`src/rtl/hazard_ctrl.sv`:
```
// Hazard controller for the 5-stage core: load-use stalls, ID branch flushes and MUL/DIV EX occupancy.
// Define HAZARD_MULDIV_EN to build the multi-cycle MUL/DIV hold logic; without it md is constant 0.
module hazard_ctrl #(
    parameter int MUL_LAT = 4,
    parameter int DIV_LAT = 32
) (
    input  logic        clk_i,
    input  logic        rst_i,
    input  logic [4:0]  RS1Addr_ID,
    input  logic [4:0]  RS2Addr_ID,
    input  logic [4:0]  RDAddr_EX,
    input  logic        MemRead_EX,
    input  logic        BranchTaken_ID,
    input  logic        MulDiv_EX,
    input  logic        IsDiv_EX,
    output logic        PCWrite_o,
    output logic        IF_ID_Write_o,
    output logic        IF_ID_Flush_o,
    output logic        ID_EX_Bubble_o,
    output logic        EX_Hold_o,
    output logic        EX_MEM_Bubble_o,
    output logic [15:0] stall_cnt_o
);

    logic        lu;
    logic        md;
    logic        stall;
    logic [15:0] stall_cnt_reg;

    assign lu = MemRead_EX && (RDAddr_EX != 5'd0) &&
                ((RDAddr_EX == RS1Addr_ID) || (RDAddr_EX == RS2Addr_ID));

`ifdef HAZARD_MULDIV_EN
    typedef enum logic {IDLE, BUSY} state_t;

    // First BUSY cycle already counts as a stall, so the counter starts at L-2.
    localparam bit         MUL_MULTI = (MUL_LAT > 1);
    localparam bit         DIV_MULTI = (DIV_LAT > 1);
    localparam logic [5:0] MUL_INIT  = MUL_MULTI ? 6'(MUL_LAT - 2) : 6'd0;
    localparam logic [5:0] DIV_INIT  = DIV_MULTI ? 6'(DIV_LAT - 2) : 6'd0;

    state_t     state_reg;
    logic [5:0] cnt_reg;
    logic       start;

    assign start = (state_reg == IDLE) && MulDiv_EX && (IsDiv_EX ? DIV_MULTI : MUL_MULTI);
    assign md    = start || ((state_reg == BUSY) && (cnt_reg != 6'd0));

    always_ff @(posedge clk_i or posedge rst_i) begin
        if (rst_i) begin
            state_reg <= IDLE;
            cnt_reg   <= 6'd0;
        end else if (state_reg == IDLE) begin
            if (start) begin
                state_reg <= BUSY;
                cnt_reg   <= IsDiv_EX ? DIV_INIT : MUL_INIT;
            end
        end else if (cnt_reg != 6'd0) begin
            cnt_reg <= cnt_reg - 6'd1;
        end else begin
            // Release cycle: MulDiv_EX is deliberately not sampled here.
            state_reg <= IDLE;
        end
    end
`else
    logic unused_muldiv;
    assign unused_muldiv = &{1'b0, MulDiv_EX, IsDiv_EX, (MUL_LAT > 0), (DIV_LAT > 0)};
    assign md = 1'b0;
`endif

    assign stall = md || lu;

    always_comb begin
        PCWrite_o       = 1'b1;
        IF_ID_Write_o   = 1'b1;
        IF_ID_Flush_o   = 1'b0;
        ID_EX_Bubble_o  = 1'b0;
        EX_Hold_o       = 1'b0;
        EX_MEM_Bubble_o = 1'b0;
        if (rst_i) begin
            PCWrite_o = 1'b1;
        end else if (md) begin
            // ID is frozen, so any lu/branch there is re-evaluated after release.
            PCWrite_o       = 1'b0;
            IF_ID_Write_o   = 1'b0;
            EX_Hold_o       = 1'b1;
            EX_MEM_Bubble_o = 1'b1;
        end else if (lu) begin
            PCWrite_o      = 1'b0;
            IF_ID_Write_o  = 1'b0;
            ID_EX_Bubble_o = 1'b1;
        end else if (BranchTaken_ID) begin
            IF_ID_Flush_o = 1'b1;
        end
    end

    always_ff @(posedge clk_i or posedge rst_i) begin
        if (rst_i) begin
            stall_cnt_reg <= 16'd0;
        end else if (stall && (stall_cnt_reg != 16'hFFFF)) begin
            stall_cnt_reg <= stall_cnt_reg + 16'd1;
        end
    end

    assign stall_cnt_o = stall_cnt_reg;

endmodule

```
`config.mk`:
```
export PLATFORM = sky130hd
export DESIGN_NAME = hazard_ctrl
export DESIGN_NICKNAME = d
export VERILOG_FILES = /design/src/rtl/hazard_ctrl.sv
export SDC_FILE = /design/constraint.sdc
export NUM_CORES = 1
export LEC_CHECK = 0
export CORE_ASPECT_RATIO = 0.9
export CORE_MARGIN = 2
export CORE_UTILIZATION = 41
export CTS_CLUSTER_SIZE = 20
export DETAILED_ROUTE_END_ITERATION = 8
export PLACE_DENSITY_LB_ADDON = 0.15
export SETUP_SLACK_MARGIN = 0.1
export SLEW_MARGIN = 30
export SYNTH_ARGS = -nofsm -noshare
export SYNTH_HDL_FRONTEND = slang
export SYNTH_SLANG_ARGS = --single-unit
```
`constraint.sdc`:
```
create_clock -name clk_i -period 2.5 [get_ports clk_i]
set_input_delay 0.5 -clock clk_i [delete_from_list [all_inputs] [get_ports clk_i]]
set_output_delay 0.5 -clock clk_i [all_outputs]
set_load 0.02 [all_outputs]
```
==> results_dict.tcl <==
set metrics [dict create \
    fin_setup_tns_ns 0 \
    routedWlPerCell_um 13.3 \
    crit_buf_inv 2 \
    core-area_um2 2240 \
    finClkSkew_ns 0.00206 \
    cp_max_fo 3 \
    r2r_start "stall_cnt_o[0]" \
    p_int_uw 464 \
    synth-seq-cells 16 \
    synth.yosys.warnings 0 \
    crit_path_start "RDAddr_EX[2]" \
    fp-row-count 16 \
    die_area_um2 2850 \
    place_hpwl_um 1780 \
    drv_cap 0 \
    critPathCapture "IF_ID_Flush_o" \
    syn_avg_cell_area_um2 10.1 \
    layout_setup_ws_ns 0.165 \
    cp-end-kind "output port" \
    grt_use_total_pct 17.5 \
    hold_class "flip-flop to flip-flop" \
    fin_crit_ns 2.34 \
    reg2reg_to "stall_cnt_o[14]" \
    r2r_slack_ns 0.61 \
    drtAntennaViolNets 0 \
    vias 868 \
    wl_um 2280 \
    yosysSeqAreaShare_pct 40.0 \
    numClockSinks 16 \
    firstDrtPassIters 4 \
    die_h_um 50.9 \
    p_leak_uw 0.000666 \
    status "finished clean" \
    io_pins 43 \
    grt_pass1_wl_um 3870 \
    port_buffers 38 \
    required_ns 2.00 \
    globalplace.congestion 0.771 \
    grt_max_degree 17 \
    antennaDiodeCount 0 \
    dp_cells 169 \
    drtIter0Drc 9 \
    worstSetupPathType "primary input to output port" \
    timing.final.crit_share_pct 93.4 \
    clkLatencyLatePin_ns 0.28 \
    clk_pin_slew_ns 0.09 \
    p_sw_uw 224 \
    slowest_stage "or4_4" \
    critPathTopFamily "simple AND/OR/NAND/NOR gates" \
    layoutNonFillerInstCount 172 \
    whs_ns 0.502 \
    synthCells 99 \
    arrival_ns 1.84 \
    antenna_found_initial 0 \
    hold_violations 0 \
    cp-start-kind "primary input" \
    synth_edf_count 0 \
    final_layout_size_suffix_gt1_share_pct 17.2 \
    grt_pass1_vias 874 \
    clockRootBuffer "clkbuf_4" \
    power.density_nw_per_um2 458 \
    cts-htree-levels 1 \
    crit_cells 6 \
    slowest_delay_ns 0.55 \
    die_x_um 56.1 \
    largest_reg_flops 16 \
    rsz0062_at_grt "false" \
    comb_power_share_pct 34.4 \
    synth_cell_type_count 26 \
    p_clk_share_pct 19.3 \
    final_core_util_pct 66.9 \
    syn-cell-area_um2 1000 \
    cts_tree "done" \
    slew_violations 0 \
    dpl_worst_slack_ns -0.571 \
    start_util_pct 44.6 \
    final_nets 169 \
    ys.flop_type "dfrtp_1" \
    ff2ff_path_depth 6 \
    p_sw_share_pct 32.6 \
    vias_per_cell 5.05 \
    cp_cell_sequence "clkdlybuf4s15_1 -> or4_4 -> o21ai_4 -> nor2b_4 -> nor3b_2 -> buf_4" \
    setup_viol 0 \
    cts_hold_buf 0 \
    syn2layout_area_growth_pct 49.9 \
    overflow 0 \
    async_flop_share_pct 100 \
    fmax_mhz 428 \
    cts_buffers 3 \
    cts.path.max_buffers 2 \
    p_seq_share_pct 46.3 \
    drc 0 \
    ir_drop_uv 511 \
]
==> stage by stage <==
| step | cell area, µm² | total power [µW] |
|---|---|---|
| floorplan | 1000 | 439 |
| global placement | 1450 | 553 |
| detailed placement | 1450 | 560 |
| CTS | 1480 | 696 |
| global route | 1500 | 735 |
| finish | 1500 | 688 |
==> synthesized netlist by cell type, types with 2 or more instances <==
cell type   n  share of area (%)
and2_1      2                1.2
and3_1      4                2.5
buf_4       3                2.2
dfrtp_1    16                 40
inv_1       4                1.5
nand2_1     7                2.6
nand3_1     9                4.5
nand4_1     6                3.8
nand4b_1    2                1.8
nor3b_1     3                2.2
nor4b_1     5                4.4
xnor2_1    19                 17
xor2_1      6                5.2
==> worst reg2reg max path: cells and delay by family (launching register included) <==
kind                       cells  cell delay (ns)
DFF                            1             0.41
adders and majority gates      1             0.28
and+or+nand+nor                4             0.95
xor gates and xnor gates       1             0.18
==> metal layers <==
metal	track usage, %	part of all wire [%]	vias up
li1	-	-	438
met1	21.5	43	398
met2	31.2	50	30
met3	5.06	6.2	2
met4	2.38	0.31	0
met5	0	0	-
==> power groups by stage <==
stage | registers, µW | logic, µW | clock network, µW
2_1_floorplan | 352 | 86.6 | 0
3_3_place_gp | 321 | 232 | 0
3_5_place_dp | 323 | 238 | 0
4_1_cts | 318 | 239 | 139
5_1_grt | 325 | 260 | 150
6_report | 318 | 237 | 133
==> worst min path at each step <==
| stage | cells past startpoint | to | from |
|---|---|---|---|
| global route | 1 | stall_cnt_o[15] | stall_cnt_o[15] |
| floorplan | 1 | stall_cnt_o[0] | rst_i |
| detailed placement | 1 | stall_cnt_o[15] | stall_cnt_o[15] |
| global placement | 1 | stall_cnt_o[15] | stall_cnt_o[15] |
| finish | 1 | stall_cnt_o[15] | stall_cnt_o[15] |
| CTS | 1 | stall_cnt_o[15] | stall_cnt_o[15] |
==> layout make-up <==
type                            instances  area [µm²]
Timing Repair Buffer                   46         442
Multi-Input combinational cell         76         587
Clock buffer                            3        22.5
Sequential cell                        16         400
Inverter                                4        15.0
Tap cell                               27        33.8
Fill cell                             200         742
==> layout by cell type (no fill, tap or decap), drive strengths merged, types with 4 or more instances in the layout <==
cell type	n
nand4	6
dfrtp	16
nand3	9
and3	4
nand2	8
nor4b	5
xnor2	19
buf	12
dlymetal6s2s	4
inv	4
clkdlybuf4s50	25
xor2	6
==> kinds of logic after synthesis <==
| family | share of synthesized area (%) |
|---|---|
| compound gates | 4.88 |
| flops | 40.0 |
| other cells | 0.375 |
| xor+xnor | 21.9 |
| buf+inv | 4.25 |
| fa+ha+maj | 1.25 |
| mux | 1.12 |
| simple gates | 26.2 |
==> what timing repair did <==
item | CTS | global route
pin swaps | 3 | 9
setup buffers | 0 | 0
resized for setup | 31 | 8
setup endpoints to repair | 4 | 4
Power figures use the tool's default switching activity.
